[src/rtl/mem_stage_pkg.sv]
// Shared definitions for the memory-access stage: op codes, FSM states,
// pipeline constants and small op-decoding helpers.
package mem_stage_pkg;

  typedef enum logic [3:0] {
    MEM_NONE = 4'd0,
    MEM_LB   = 4'd1,
    MEM_LH   = 4'd2,
    MEM_LW   = 4'd3,
    MEM_LBU  = 4'd4,
    MEM_LHU  = 4'd5,
    MEM_SB   = 4'd6,
    MEM_SH   = 4'd7,
    MEM_SW   = 4'd8
  } mem_op_e;

  typedef enum logic [1:0] {
    ST_IDLE   = 2'd0,
    ST_ACCESS = 2'd1,
    ST_DONE   = 2'd2
  } mem_state_e;

  localparam logic [4:0]  NOPRegAddr   = 5'd0;
  localparam logic [31:0] ZeroWord     = 32'd0;
  localparam logic        WriteDisable = 1'b0;
  localparam logic [1:0]  HaltBubble   = 2'b11;

  function automatic logic is_load(input logic [3:0] op);
    case (op)
      MEM_LB, MEM_LH, MEM_LW, MEM_LBU, MEM_LHU: is_load = 1'b1;
      default:                                  is_load = 1'b0;
    endcase
  endfunction

  function automatic logic is_store(input logic [3:0] op);
    case (op)
      MEM_SB, MEM_SH, MEM_SW: is_store = 1'b1;
      default:                is_store = 1'b0;
    endcase
  endfunction

  // Undefined op codes decode as neither load nor store, i.e. as NONE.
  function automatic logic is_mem_op(input logic [3:0] op);
    is_mem_op = is_load(op) | is_store(op);
  endfunction

  function automatic logic [2:0] op_bytes(input logic [3:0] op);
    case (op)
      MEM_LH, MEM_LHU, MEM_SH: op_bytes = 3'd2;
      MEM_LW, MEM_SW:          op_bytes = 3'd4;
      default:                 op_bytes = 3'd1;
    endcase
  endfunction

endpackage

[src/rtl/mem_stage_if.sv]
// Byte-wide request/acknowledge memory port between the memory stage
// (master) and the data memory (slave).
interface mem_stage_if #(
  parameter int ADDR_W = 32
) ();

  logic              req;
  logic              we;
  logic [ADDR_W-1:0] addr;
  logic [7:0]        wbyte;
  logic              ack;
  logic [7:0]        rbyte;

  modport master (output req, we, addr, wbyte, input ack, rbyte);
  modport slave  (input req, we, addr, wbyte, output ack, rbyte);

endinterface

[src/rtl/mem_stage_ld_ext.sv]
// Load extension: widens the assembled load buffer to 32 bits according
// to the load op (sign- or zero-extension).
module mem_stage_ld_ext
  import mem_stage_pkg::*;
(
  input  logic [3:0]  op_i,
  input  logic [31:0] buf_i,
  output logic [31:0] data_o
);

  // Select extension by op; LW and anything else pass the buffer unchanged.
  always_comb begin
    data_o = buf_i;
    case (op_i)
      MEM_LB:  data_o = {{24{buf_i[7]}}, buf_i[7:0]};
      MEM_LH:  data_o = {{16{buf_i[15]}}, buf_i[15:0]};
      MEM_LBU: data_o = {24'd0, buf_i[7:0]};
      MEM_LHU: data_o = {16'd0, buf_i[15:0]};
      default: data_o = buf_i;
    endcase
  end

endmodule

[src/rtl/mem_stage.sv]
// Memory-access pipeline stage: ALU results pass through, loads/stores run
// as little-endian byte-serial transactions while stalling the pipeline.
module mem_stage
  import mem_stage_pkg::*;
#(
  parameter int ADDR_W = 32
) (
  input  logic              clk,
  input  logic              rst,
  input  logic [4:0]        ex_wd_i,
  input  logic              ex_wreg_i,
  input  logic [31:0]       ex_wdata_i,
  input  logic [3:0]        ex_mem_op_i,
  input  logic [ADDR_W-1:0] ex_mem_addr_i,
  input  logic [31:0]       ex_store_data_i,
  mem_stage_if.master       mem_bus,
  output logic [4:0]        mem_wd_o,
  output logic              mem_wreg_o,
  output logic [31:0]       mem_wdata_o,
  output logic              stall_req_o
);

  mem_state_e        state_q, state_d;
  logic [1:0]        k_q;
  logic [2:0]        n_q;
  logic [3:0]        op_q;
  logic [ADDR_W-1:0] addr_q;
  logic [31:0]       sdata_q;
  logic [31:0]       buf_q;
  logic [4:0]        wd_q;
  logic              wreg_q;

  logic              last_s;
  logic [31:0]       ext_s;
  logic              req_s, we_s, stall_s, wreg_s;
  logic [ADDR_W-1:0] addr_s;
  logic [7:0]        wbyte_s;
  logic [4:0]        wd_s;
  logic [31:0]       wdata_s;

  assign last_s = ({1'b0, k_q} == (n_q - 3'd1));

  mem_stage_ld_ext u_ld_ext (
    .op_i   (op_q),
    .buf_i  (buf_q),
    .data_o (ext_s)
  );

  // Next-state and output decode for the IDLE/ACCESS/DONE sequencer.
  always_comb begin
    state_d = state_q;
    req_s   = 1'b0;
    we_s    = 1'b0;
    addr_s  = '0;
    wbyte_s = 8'h00;
    stall_s = 1'b0;
    wd_s    = NOPRegAddr;
    wreg_s  = WriteDisable;
    wdata_s = ZeroWord;
    case (state_q)
      ST_IDLE: begin
        if (is_mem_op(ex_mem_op_i)) begin
          stall_s = 1'b1;
          state_d = ST_ACCESS;
        end else begin
          wd_s    = ex_wd_i;
          wreg_s  = ex_wreg_i;
          wdata_s = ex_wdata_i;
        end
      end
      ST_ACCESS: begin
        req_s   = 1'b1;
        stall_s = 1'b1;
        addr_s  = addr_q + ADDR_W'(k_q);
        we_s    = is_store(op_q);
        if (is_store(op_q)) begin
          wbyte_s = sdata_q[{k_q, 3'b000} +: 8];
        end else begin
          wbyte_s = 8'h00;
        end
        if (mem_bus.ack && last_s) begin
          state_d = ST_DONE;
        end else begin
          state_d = ST_ACCESS;
        end
      end
      ST_DONE: begin
        state_d = ST_IDLE;
        if (is_load(op_q)) begin
          wd_s    = wd_q;
          wreg_s  = wreg_q;
          wdata_s = ext_s;
        end else begin
          wd_s    = NOPRegAddr;
          wreg_s  = WriteDisable;
          wdata_s = ZeroWord;
        end
      end
      default: state_d = ST_IDLE;
    endcase
  end

  // Reset forces every control output quiet, including the pass-through path.
  assign mem_bus.req   = rst ? 1'b0 : req_s;
  assign mem_bus.we    = rst ? 1'b0 : we_s;
  assign mem_bus.addr  = addr_s;
  assign mem_bus.wbyte = wbyte_s;
  assign stall_req_o   = rst ? 1'b0 : stall_s;
  assign mem_wd_o      = rst ? NOPRegAddr : wd_s;
  assign mem_wreg_o    = rst ? WriteDisable : wreg_s;
  assign mem_wdata_o   = rst ? ZeroWord : wdata_s;

  // State, operand latches, byte index and load assembly buffer.
  always_ff @(posedge clk) begin
    if (rst) begin
      state_q <= ST_IDLE;
      k_q     <= 2'd0;
      n_q     <= 3'd1;
      op_q    <= MEM_NONE;
      addr_q  <= '0;
      sdata_q <= 32'd0;
      buf_q   <= 32'd0;
      wd_q    <= 5'd0;
      wreg_q  <= 1'b0;
    end else begin
      state_q <= state_d;
      case (state_q)
        ST_IDLE: begin
          if (is_mem_op(ex_mem_op_i)) begin
            op_q    <= ex_mem_op_i;
            addr_q  <= ex_mem_addr_i;
            sdata_q <= ex_store_data_i;
            wd_q    <= ex_wd_i;
            wreg_q  <= ex_wreg_i;
            k_q     <= 2'd0;
            n_q     <= op_bytes(ex_mem_op_i);
            buf_q   <= 32'd0;
          end
        end
        ST_ACCESS: begin
          if (mem_bus.ack) begin
            if (is_load(op_q)) begin
              buf_q[{k_q, 3'b000} +: 8] <= mem_bus.rbyte;
            end
            if (!last_s) begin
              k_q <= k_q + 2'd1;
            end
          end
        end
        default: ;
      endcase
    end
  end

endmodule

[src/flat_wrapper.sv]
// flat-port wrapper written by rule: the top's interface ports become plain ports
module mem_stage_flat import mem_stage_pkg::*;
#(
  parameter int ADDR_W = 32
)
  (clk, rst, ex_wd_i, ex_wreg_i, ex_wdata_i, ex_mem_op_i, ex_mem_addr_i, ex_store_data_i, mem_wd_o, mem_wreg_o, mem_wdata_o, stall_req_o, mem_bus_req, mem_bus_we, mem_bus_addr, mem_bus_wbyte, mem_bus_ack, mem_bus_rbyte);
  mem_stage_if #(.ADDR_W(ADDR_W)) mem_bus_i ();
  input  logic clk;
  input  logic rst;
  input  logic [4:0] ex_wd_i;
  input  logic ex_wreg_i;
  input  logic [31:0] ex_wdata_i;
  input  logic [3:0] ex_mem_op_i;
  input  logic [ADDR_W-1:0] ex_mem_addr_i;
  input  logic [31:0] ex_store_data_i;
  output logic [4:0] mem_wd_o;
  output logic mem_wreg_o;
  output logic [31:0] mem_wdata_o;
  output logic stall_req_o;
  output wire logic [$bits(mem_bus_i.req)-1:0] mem_bus_req;
  output wire logic [$bits(mem_bus_i.we)-1:0] mem_bus_we;
  output wire logic [$bits(mem_bus_i.addr)-1:0] mem_bus_addr;
  output wire logic [$bits(mem_bus_i.wbyte)-1:0] mem_bus_wbyte;
  input wire logic [$bits(mem_bus_i.ack)-1:0] mem_bus_ack;
  input wire logic [$bits(mem_bus_i.rbyte)-1:0] mem_bus_rbyte;
  assign mem_bus_req = mem_bus_i.req;
  assign mem_bus_we = mem_bus_i.we;
  assign mem_bus_addr = mem_bus_i.addr;
  assign mem_bus_wbyte = mem_bus_i.wbyte;
  assign mem_bus_i.ack = mem_bus_ack;
  assign mem_bus_i.rbyte = mem_bus_rbyte;
  mem_stage #(.ADDR_W(ADDR_W)) u_core (.clk(clk), .rst(rst), .ex_wd_i(ex_wd_i), .ex_wreg_i(ex_wreg_i), .ex_wdata_i(ex_wdata_i), .ex_mem_op_i(ex_mem_op_i), .ex_mem_addr_i(ex_mem_addr_i), .ex_store_data_i(ex_store_data_i), .mem_bus(mem_bus_i), .mem_wd_o(mem_wd_o), .mem_wreg_o(mem_wreg_o), .mem_wdata_o(mem_wdata_o), .stall_req_o(stall_req_o));
endmodule
[config.mk]
export PLATFORM = sky130hd
export DESIGN_NAME = mem_stage_flat
export DESIGN_NICKNAME = d
export VERILOG_FILES = /design/src/rtl/mem_stage_pkg.sv /design/src/rtl/mem_stage_if.sv /design/src/rtl/mem_stage_ld_ext.sv /design/src/rtl/mem_stage.sv /design/src/flat_wrapper.sv
export SDC_FILE = /design/constraint.sdc
export NUM_CORES = 1
export LEC_CHECK = 0
export BUFFER_PORTS_ARGS = -buffer_cell sky130_fd_sc_hd__clkbuf_2
export CELL_PAD_IN_SITES_DETAIL_PLACEMENT = 0
export CELL_PAD_IN_SITES_GLOBAL_PLACEMENT = 2
export CORE_ASPECT_RATIO = 0.5
export CORE_MARGIN = 5
export CORE_UTILIZATION = 29
export CTS_CLUSTER_DIAMETER = 150
export CTS_CLUSTER_SIZE = 16
export DETAILED_ROUTE_END_ITERATION = 6
export GPL_ROUTABILITY_DRIVEN = 0
export GPL_TIMING_DRIVEN = 0
export PLACE_DENSITY = 0.79
export SKIP_CTS_REPAIR_TIMING = 1
export SLEW_MARGIN = 20
export SYNTH_ARGS = -nofsm -noshare
export SYNTH_HDL_FRONTEND = slang
export SYNTH_SLANG_ARGS = --single-unit
[constraint.sdc]
create_clock -name clk -period 3.2 [get_ports clk]
set_input_delay 0.48 -clock clk [delete_from_list [all_inputs] [get_ports clk]]
set_output_delay 0.48 -clock clk [all_outputs]
set_load 0.005 [all_outputs]
==> results.py, run 1 <==
metrics = {
    "clock_tree": {
        "cts.clk_slew.worst_paths_ps": 60,
        "cts_buffers": 17,
        "cts.path.max_buffers": 2,
        "cts_tree": "done",
        "cts_root_buf": "clkbuf_16",
        "cts_num_sinks": 113,
        "clock_latency_ps": 420,
        "h-tree-depth": 4,
    },
    "critical_path": {
        "crit_arrival_ps": 2610,
        "rrSetupSlack_ps": 500,
        "critPathKind": "flip-flop to primary output",
        "worstSetupStartpointType": "flip-flop",
        "cp_max_fo": 8,
        "cp-end-kind": "primary output",
        "reg2reg_depth": 6,
        "critPathRequiredTime_ps": 2720,
    },
    "layout": {
        "drive_above_1_share_pct": 27.65,
        "syn_to_final_growth_pct": 32.93,
        "fillCellCount": 2384,
        "mostFrequentLayoutCells": "nand2_1, clkbuf_2, a21oi_1",
        "n_antenna_cell": 0,
        "fin_area_mm2": 0.008733,
        "fin_nets": 1215,
        "regArea_mm2": 0.002273,
        "multiInputGateArea_mm2": 0.004048,
        "final_cell_count_no_fill": 1403,
        "final_common_cell": "nand2_1",
    },
    "detailed_routing": {
        "drtIter0Drc": 455,
        "ant_nets": 0,
        "drc": 0,
        "vias_per_cell": 4.937,
        "wl_per_cell_um": 16.76,
        "first_pass_iters": 5,
        "routed_wl_mm": 23.52,
        "vias": 6926,
    },
    "run": {
        "maxCapViolations": 0,
    },
    "global_route": {
        "grt_pass1_vias": 6819,
        "grt_pass1_wl_mm": 37.36,
        "grt_usage_pct": 18.02,
        "antenna_found_initial": 0,
        "grt_max_degree": 17,
        "grt.overflow.total": 0,
    },
    "worst_hold_path": {
        "whs_path_depth": 3,
        "hp-class": "input pin to flip-flop",
    },
    "placed_design": {
        "dp_hpwl_mm": 18.59,
        "placed_cell_area_mm2": 0.007926,
        "placed_cells_incl_taps": 1365,
        "io_buffers": 196,
    },
    "sta": {
        "min_period_ps": 3094,
        "finalCritPeriodShare_pct": 96.68,
        "worst_slew_pin_slew_ps": 778.5,
        "slew_violations": 0,
        "slew_headroom_pct": 47.62,
        "fin_worst_skew_ps": 8.635,
        "fmax_mhz": 323.2,
        "setup_viol": 0,
        "hold_viol": 0,
    },
    "floorplan": {
        "ios": 198,
        "die_x_um": 222.9,
        "rows": 38,
        "fp.dieH_um": 116.4,
        "start_util_pct": 29.91,
        "die-area_mm2": 0.02595,
        "coreArea_mm2": 0.02197,
    },
    "yosys": {
        "synth.net_count": 994,
        "synth.distinct_cells": 60,
        "synth_top_flop_cell": "dfxtp_1",
        "syn-cell-area_mm2": 0.006570,
        "synthArstFlopShare_pct": 0,
        "synth_area_per_cell_um2": 7.560,
        "synth_seq_cells": 113,
        "seq_area_frac_synth_pct": 34.43,
        "synth_edf_count": 0,
        "postSynthCellCount": 869,
        "yosys_warnings": 0,
    },
    "run_status": {
        "status": "finished clean",
    },
    "power": {
        "p_leak_nw": 3.516,
        "report.power.total_mw": 4.541,
        "pwr_density_cell_mw_per_mm2": 520.0,
        "peakVddDrop_uv": 312.2,
    },
}
## stage by stage
step	hold WS, ps	worst slack [ps]	setup TNS (ps)	util, %
2_1_floorplan	433.1	588.4	0	-
3_3_place_gp	439.1	231.7	0	36.08
3_5_place_dp	446.9	184.1	0	36.08
4_1_cts	261.4	-270.1	-2076	39.14
5_1_grt	281.9	-20.85	-20.85	39.76
6_report	281.8	106.3	0	39.76
## cell usage after synthesis, types with 3 or more instances
cell type	instances	area, um^2
nor2_1	48	180.2
or4_1	7	52.55
a21oi_1	116	580.6
ha_1	7	87.58
or3_1	8	50.05
mux4_2	8	180.2
buf_4	3	22.52
nor4_1	6	37.54
a21oi_4	3	48.80
nand3b_1	3	22.52
nand2_1	222	833.3
dfxtp_1	113	2262
buf_1	4	15.01
nor3_1	10	50.05
xor2_1	7	61.31
mux2i_1	28	280.3
and4_1	3	26.28
clkbuf_1	36	135.1
a21boi_0	7	52.55
o211ai_1	10	75.07
inv_1	11	41.29
nand2b_1	28	175.2
nor2b_1	19	118.9
buf_2	17	85.08
nor4_2	4	50.05
nand4b_1	3	26.28
o21ai_0	17	85.08
and3_1	5	31.28
a22oi_1	14	105.1
o31ai_1	23	172.7
nand4_1	8	50.05
a21o_1	4	30.03
nand3_1	24	120.1
xnor2_1	7	61.31
## area by class of cell
| cell class | count | share of cell area, % |
|---|---|---|
| inverters | 11 | 0.4728 |
| flip-flops and latches | 113 | 26.03 |
| clock inverters | 12 | 2.350 |
| repair buffers | 202 | 11.75 |
| clock buffers | 20 | 5.344 |
| multi-input cells | 682 | 46.35 |
| well taps | 300 | 4.298 |
| plain buffers | 63 | 3.410 |
## registers in the layout, summed over array words and instances, names as in the netlist
signal / flops
u_core.op_q: 4
u_core.buf_q: 32
u_core.addr_q: 32
u_core.k_q: 2
u_core.sdata_q: 32
u_core.n_q: 3
u_core.wreg_q: 1
u_core.wd_q: 5
u_core.state_q: 2
## power by group
group | switching [mW] | leakage [nW] | internal [mW]
Clock | 0.716 | 0.322 | 1.45
Sequential | 0.0829 | 0.926 | 1.49
Combinational | 0.491 | 2.27 | 0.309
Total | 1.29 | 3.52 | 3.25
## cells by family after synthesis
kind of cell,count (synthesis),synth area share [%]
simple gates,417,30.64
fa+ha+maj,8,1.638
buf+inv,74,5.104
mux,37,7.180
flops,113,34.43
compound gates,206,19.14
xor+xnor,14,1.866
## layer usage
layer	GRT usage (%)	part of all wire (%)	up-vias
met2	29.05	46	136
met5	0	0	-
li1	-	-	3484
met4	3.997	0.60	0
met3	3.089	3.3	11
met1	25.59	51	3295
## final timing paths
check / from / end
min: ex_store_data_i[30] / u_core.sdata_q[30]$_SDFFE_PP0P_
max reg2reg: u_core.k_q[1]$_SDFFE_PP0P_ / u_core.buf_q[0]$_SDFFE_PP0P_
max: u_core.addr_q[7]$_SDFFE_PP0P_ / mem_bus_addr[31]
min reg2reg: u_core.sdata_q[20]$_SDFFE_PP0P_ / u_core.sdata_q[20]$_SDFFE_PP0P_
## critical path, cell delays in order (launching register included)
cell and delay (ps):
dfxtp_1 440, nand3_2 200, or4_2 740, nor4_4 350, mux2i_1 310, clkbuf_2 160
Note: power is estimated with default switching activity, not from simulation.
==> run 2, diff against run 1 <==
--- a/config.mk
+++ b/config.mk
@@ -16,6 +16,7 @@
 export DETAILED_ROUTE_END_ITERATION = 6
 export GPL_ROUTABILITY_DRIVEN = 0
 export GPL_TIMING_DRIVEN = 0
+export MAX_ROUTING_LAYER = met4
 export PLACE_DENSITY = 0.79
 export SKIP_CTS_REPAIR_TIMING = 1
 export SLEW_MARGIN = 20
==> run 2 against run 1 <==
Non-clock buffer count unchanged. Die area stayed put. Routed wire length hardly changed. Critical path type unchanged. Highest routed layer unchanged.
==> results.py, run 2 (same netlist as run 1, synthesis figures left out) <==
metrics = {
    "global_route": {
        "grt_usage_pct": 18.61,
        "antenna_found_initial": 0,
        "grt_pass1_wl_mm": 37.42,
        "grt_pass1_vias": 6799,
        "grt.overflow.total": 0,
        "grt_max_degree": 17,
    },
    "critical_path": {
        "cp_max_fo": 7,
        "critPathKind": "flip-flop to primary output",
        "critPathBufInv": 2,
        "crit_arrival_ps": 2620,
        "crit_chain": "ha_1 > a21oi_1 > or4_1 > clkbuf_1 > or4_1 > a21oi_1 > clkbuf_2",
        "cp-end-kind": "primary output",
        "crit_family": "simple AND/OR/NAND/NOR gates",
        "critPathRequiredTime_ps": 2720,
        "rr_startpoint": "u_core.k_q[1]$_SDFFE_PP0P_",
        "slowest_delay_ps": 430,
        "startpoint": "u_core.k_q[1]$_SDFFE_PP0P_",
        "worstSetupStartpointType": "flip-flop",
        "cp_slowest_cell": "or4_1",
    },
    "placed_design": {
        "io_buffers": 196,
        "dp_hpwl_mm": 18.59,
        "placed_cells_incl_taps": 1365,
    },
    "floorplan": {
        "die-area_mm2": 0.02595,
        "rows": 38,
        "ios": 198,
        "fp.dieH_um": 116.4,
        "start_util_pct": 29.91,
        "coreArea_mm2": 0.02197,
        "die_x_um": 222.9,
    },
    "sta": {
        "slew_violations": 0,
        "worst_slew_pin_slew_ps": 804.8,
        "slew_headroom_pct": 45.85,
        "hold_viol": 0,
        "setup_viol": 0,
        "min_period_ps": 3105,
        "setup_tns_ps": 0,
        "fmax_mhz": 322.1,
        "fin_worst_skew_ps": 9.068,
        "finalCritPeriodShare_pct": 97.02,
    },
    "clock_tree": {
        "cts_num_sinks": 113,
        "cts_tree": "done",
        "cts.clk_slew.worst_paths_ps": 60,
        "cts_root_buf": "clkbuf_16",
        "cts_buffers": 17,
        "cts.path.max_buffers": 2,
        "clock_latency_ps": 420,
        "h-tree-depth": 4,
    },
    "worst_hold_path": {
        "hp-class": "input pin to flip-flop",
        "worstHoldStart": "ex_mem_addr_i[11]",
    },
    "detailed_routing": {
        "first_pass_iters": 5,
        "drc": 0,
        "vias_per_cell": 4.915,
        "drtIter0Drc": 445,
        "routed_wl_mm": 23.50,
        "ant_nets": 0,
        "wl_per_cell_um": 16.75,
        "vias": 6896,
    },
    "run": {
        "maxCapViolations": 0,
    },
    "layout": {
        "syn_to_final_growth_pct": 33.04,
        "fin_nets": 1215,
        "final_cell_count_no_fill": 1403,
        "fillCellCount": 2382,
        "n_antenna_cell": 0,
        "final_common_cell": "nand2_1",
        "reg.largest.list": "u_core.addr_q: 32 flops, u_core.buf_q: 32 flops, u_core.sdata_q: 32 flops",
        "drive_above_1_share_pct": 27.65,
        "mostFrequentLayoutCells": "nand2_1, clkbuf_2, a21oi_1",
        "utilization_pct": 39.79,
    },
    "power": {
        "pwr_density_cell_mw_per_mm2": 519.5,
        "peakVddDrop_uv": 311.9,
        "p_leak_nw": 3.516,
    },
    "run_status": {
        "status": "finished clean",
    },
}
## run 2: cell counts in the layout (fill, tap and decap cells not counted)
Identical to the previous run, type by type.
## run 2: path summary, 6_finish.rpt
path                                endpoint  slack [ps]  cells past startpoint
min           u_core.addr_q[11]$_SDFFE_PP0P_         280                      3
min reg2reg  u_core.sdata_q[20]$_SDFFE_PP0P_         450                      2
max                         mem_bus_addr[23]         100                      7
max reg2reg     u_core.buf_q[1]$_SDFFE_PP0P_         520                      6
## run 2: per-layer routing
| metal | global-route usage, % | share of wire, % | vias to the layer above |
|---|---|---|---|
| li1 | - | - | 3484 |
| met1 | 25.67 | 50 | 3262 |
| met2 | 29.09 | 46 | 141 |
| met3 | 3.265 | 3.5 | 9 |
| met4 | 3.630 | 0.57 | 0 |
| met5 | - | 0 | - |
## run 2: report_power, final
group          switching (mW)  internal [mW]
Sequential             0.0832           1.49
Combinational           0.492          0.309
Clock                   0.715           1.45
## run 2: stage by stage
step / total power, mW / instance area, um^2 / hold slack (ps) / worst slack, ps
4_1_cts: 4.580 / 8598 / 261.4 / -270.1
3_3_place_gp: 2.388 / 7926 / 439.1 / 231.7
2_1_floorplan: 2.086 / 6570 / 433.1 / 588.4
3_5_place_dp: 2.401 / 7926 / 446.9 / 184.1
6_report: 4.541 / 8741 / 282.3 / 95.34
5_1_grt: 4.775 / 8741 / 278.0 / -14.41
## run 2: tightest hold or removal path: cells and delay by family
family / cells / cell delay (ps)
AND/OR/NAND/NOR: 1 / 40
buffers and inverters: 1 / 80
AO/OA/AOI/OAI: 1 / 50
## run 2: area by class of cell
cell class | instances | area (um^2) | share of cell area [%]
plain buffers | 63 | 297.8 | 3.407
clock buffers | 20 | 466.7 | 5.339
clock inverters | 12 | 205.2 | 2.348
inverters | 11 | 41.29 | 0.4724
multi-input cells | 682 | 4055 | 46.39
flip-flops and latches | 113 | 2273 | 26.01
well taps | 300 | 375.4 | 4.294
repair buffers | 202 | 1026 | 11.74
==> run 3, diff against run 2 <==
--- a/config.mk
+++ b/config.mk
@@ -10,7 +10,7 @@
 export CELL_PAD_IN_SITES_GLOBAL_PLACEMENT = 2
 export CORE_ASPECT_RATIO = 0.5
 export CORE_MARGIN = 5
-export CORE_UTILIZATION = 29
+export CORE_UTILIZATION = 28
 export CTS_CLUSTER_DIAMETER = 150
 export CTS_CLUSTER_SIZE = 16
 export DETAILED_ROUTE_END_ITERATION = 6
@@ -22,4 +22,5 @@
 export SLEW_MARGIN = 20
 export SYNTH_ARGS = -nofsm -noshare
 export SYNTH_HDL_FRONTEND = slang
+export SYNTH_HIERARCHICAL = 1
 export SYNTH_SLANG_ARGS = --single-unit
==> run 3 against run 2 <==
Clock skew decreased by 1.2 ps. Register-to-register slack improved by 30 ps. Sequential power about the same. Maximum frequency increased by 1.9%. Routed wire length decreased by 7.6%. Highest routed layer unchanged. Clock-buffer cell count decreased by 3. Cell count decreased by 3.0%.
==> results.py, run 3 <==
metrics = {
    "global_route": {
        "grt_max_degree": 17,
        "grt_pass1_wl_mm": 34.05,
        "antenna_found_initial": 2,
        "grt.overflow.total": 0,
        "grt_usage_pct": 17.63,
        "grt_pass1_vias": 6433,
    },
    "critical_path": {
        "worstSetupStartpointType": "flip-flop",
        "reg2reg_to": "u_core/buf_q[31]$_SDFFE_PP0P_",
        "slowest_delay_ps": 560,
        "crit_chain": "nand2_2 > or4_1 > or3_4 > or3_1 > a21oi_1 > clkbuf_2",
        "cp-end-kind": "primary output",
        "rrSetupSlack_ps": 550,
        "critPathBufInv": 1,
        "crit_family": "simple AND/OR/NAND/NOR gates",
        "critPathKind": "flip-flop to primary output",
        "cp_slowest_cell": "or4_1",
        "crit_arrival_ps": 2570,
        "reg2reg_depth": 7,
        "cp_max_fo": 6,
        "rr_startpoint": "u_core/k_q[1]$_SDFFE_PP0P_",
        "critPathRequiredTime_ps": 2720,
    },
    "worst_hold_path": {
        "worstHoldStart": "ex_mem_addr_i[14]",
        "holdPathEnd": "u_core/addr_q[14]$_SDFFE_PP0P_",
        "whs_path_depth": 3,
        "hp-class": "input pin to flip-flop",
    },
    "sta": {
        "fin_worst_skew_ps": 7.859,
        "hold_ws_ps": 277.3,
        "finalCritPeriodShare_pct": 95.18,
        "min_period_ps": 3046,
        "hold_viol": 0,
        "setup_viol": 0,
        "worst_slew_pin_slew_ps": 913.5,
        "setup_tns_ps": 0,
        "slew_violations": 0,
        "fmax_mhz": 328.3,
        "slew_headroom_pct": 38.63,
    },
    "floorplan": {
        "start_util_pct": 28.39,
        "coreArea_mm2": 0.02163,
        "ios": 198,
        "rows": 38,
        "fp.dieH_um": 114.7,
        "die-area_mm2": 0.02518,
        "die_x_um": 219.5,
    },
    "detailed_routing": {
        "ant_nets": 0,
        "wl_per_cell_um": 15.96,
        "drc": 0,
        "routed_wl_mm": 21.73,
        "vias_per_cell": 4.776,
        "drtIter0Drc": 321,
        "vias": 6500,
        "first_pass_iters": 4,
    },
    "power": {
        "p_leak_nw": 3.420,
        "netSwitchingFraction_pct": 30.37,
        "power_frac_seq_pct": 37.6,
        "pwr-share-comb_pct": 17.1,
        "pwr_density_cell_mw_per_mm2": 514.3,
        "peakVddDrop_uv": 370.8,
        "intPower_mw": 2.926,
        "power_switching_mw": 1.276,
        "p_clk_share_pct": 45.3,
    },
    "yosys": {
        "yosys-top-cells-count": "nand2_1, a21oi_1, dfxtp_1, nor2_1, clkbuf_1",
        "synth_area_per_cell_um2": 7.382,
        "synth_seq_cells": 113,
        "synth_top_cell_by_area": "dfxtp_1",
        "muxShareOfSynthArea_pct": 2.933,
        "yosys_warnings": 6,
        "synth_edf_count": 0,
        "yosysMostFrequentCell": "nand2_1",
        "synth.distinct_cells": 47,
        "syn-cell-area_mm2": 0.006142,
        "synth_top_family_by_area": "simple AND/OR/NAND/NOR gates",
        "postSynthCellCount": 832,
        "synth_area_leaders": "dfxtp_1, nand2_1, a21oi_1",
        "synth.net_count": 957,
        "yosysTopAreaCellShare_pct": 36.83,
        "synth_compound_area_share_pct": 19.88,
        "synthXorXnorAreaFrac_pct": 4.278,
        "synth_top_flop_cell": "dfxtp_1",
        "synth-simple-area-share_pct": 28.48,
        "synthArstFlopShare_pct": 0,
        "yosys.area_share.adder_pct": 1.752,
        "seq_area_frac_synth_pct": 36.83,
    },
    "layout": {
        "drive_above_1_share_pct": 27.38,
        "syn_to_final_growth_pct": 33.02,
        "mostFrequentLayoutCells": "nand2_1, clkbuf_2, a21oi_1",
        "fin_nets": 1171,
        "fillCellCount": 2347,
        "final_common_cell": "nand2_1",
        "reg.largest.list": "u_core/addr_q: 32 flops, u_core/buf_q: 32 flops, u_core/sdata_q: 32 flops",
        "fin_area_mm2": 0.008170,
    },
    "run_status": {
        "status": "finished clean",
    },
    "run": {
        "maxCapViolations": 0,
    },
    "placed_design": {
        "io_buffers": 195,
        "placed_cell_area_mm2": 0.007506,
        "dp_hpwl_mm": 16.64,
    },
    "clock_tree": {
        "h-tree-depth": 4,
        "cts_buffers": 17,
        "cts_tree": "done",
        "cts.clk_slew.worst_paths_ps": 60,
        "cts_root_buf": "clkbuf_16",
        "clock_latency_ps": 420,
        "cts.path.max_buffers": 2,
        "cts_num_sinks": 113,
    },
}
-- run 3: worst register-to-register path: cells and delay by family, from the launching register on --
kind            cells  cell delay, ps
simple gates        3            1000
fa+ha+maj           1             290
flops               1             460
buf+inv             2             660
compound gates      1             170
-- run 3: layout make-up --
class / count / area, um^2 / share of cell area (%)
Multi-Input combinational cell: 642 / 3580 / 43.81
Sequential cell: 113 / 2275 / 27.84
Timing Repair Buffer: 195 / 975.9 / 11.94
Clock buffer: 17 / 425.4 / 5.207
Tap cell: 300 / 375.4 / 4.594
Buffer: 67 / 335.3 / 4.104
Clock inverter: 15 / 161.4 / 1.975
Inverter: 10 / 37.54 / 0.4594
Antenna cell: 2 / 5.005 / 0.06126
-- run 3: worst max path at each step --
stage                                              start               end  slack, ps  depth (start not counted)
after CTS                     u_core/k_q[0]$_SDFFE_PP0P_  mem_bus_addr[30]       -280                          9
after global placement                    ex_mem_op_i[0]   mem_wdata_o[24]        -50                          9
after detailed placement                  ex_mem_op_i[0]   mem_wdata_o[15]        -50                          9
final                     u_core/addr_q[11]$_SDFFE_PP0P_  mem_bus_addr[31]        150                          6
after floorplan                           ex_mem_op_i[0]   mem_wdata_o[11]        700                          8
after global routing          u_core/k_q[0]$_SDFFE_PP0P_  mem_bus_addr[20]         -2                          8
-- run 3: power groups by stage --
stage | Combinational (mW) | Clock (mW) | Sequential, mW
after detailed placement | 0.718 | 0 | 1.61
final | 0.717 | 1.91 | 1.58
after global placement | 0.708 | 0 | 1.61
after global routing | 0.809 | 2.00 | 1.59
after CTS | 0.721 | 1.93 | 1.58
after floorplan | 0.448 | 0 | 1.58
-- run 3: cells by family after synthesis --
| family | count (synthesis) |
|---|---|
| flip-flops | 113 |
| multiplexers | 8 |
| XOR/XNOR | 30 |
| AO/OA/AOI/OAI | 203 |
| AND/OR/NAND/NOR | 393 |
| buffers and inverters | 77 |
| adder cells (fa/ha/maj) | 8 |
-- run 3: layer usage --
layer | track usage (%) | vias up | share of wire (%)
met3 | 3.052 | 15 | 4.1
met5 | - | - | 0
met2 | 28.08 | 110 | 47
li1 | - | 3301 | -
met1 | 23.76 | 3074 | 48
met4 | 3.721 | 0 | 0.87
-- run 3: stage by stage --
stage	std cells	utilization (%)	worst slack (ps)	power [mW]
4_1_cts	1359	37.41	-276.5	4.233
2_1_floorplan	832	-	703.3	2.028
5_1_grt	1361	37.77	-1.576	4.406
6_report	1361	37.77	154.4	4.202
3_5_place_dp	1327	34.70	-52.05	2.325
3_3_place_gp	1327	34.64	-51.71	2.313
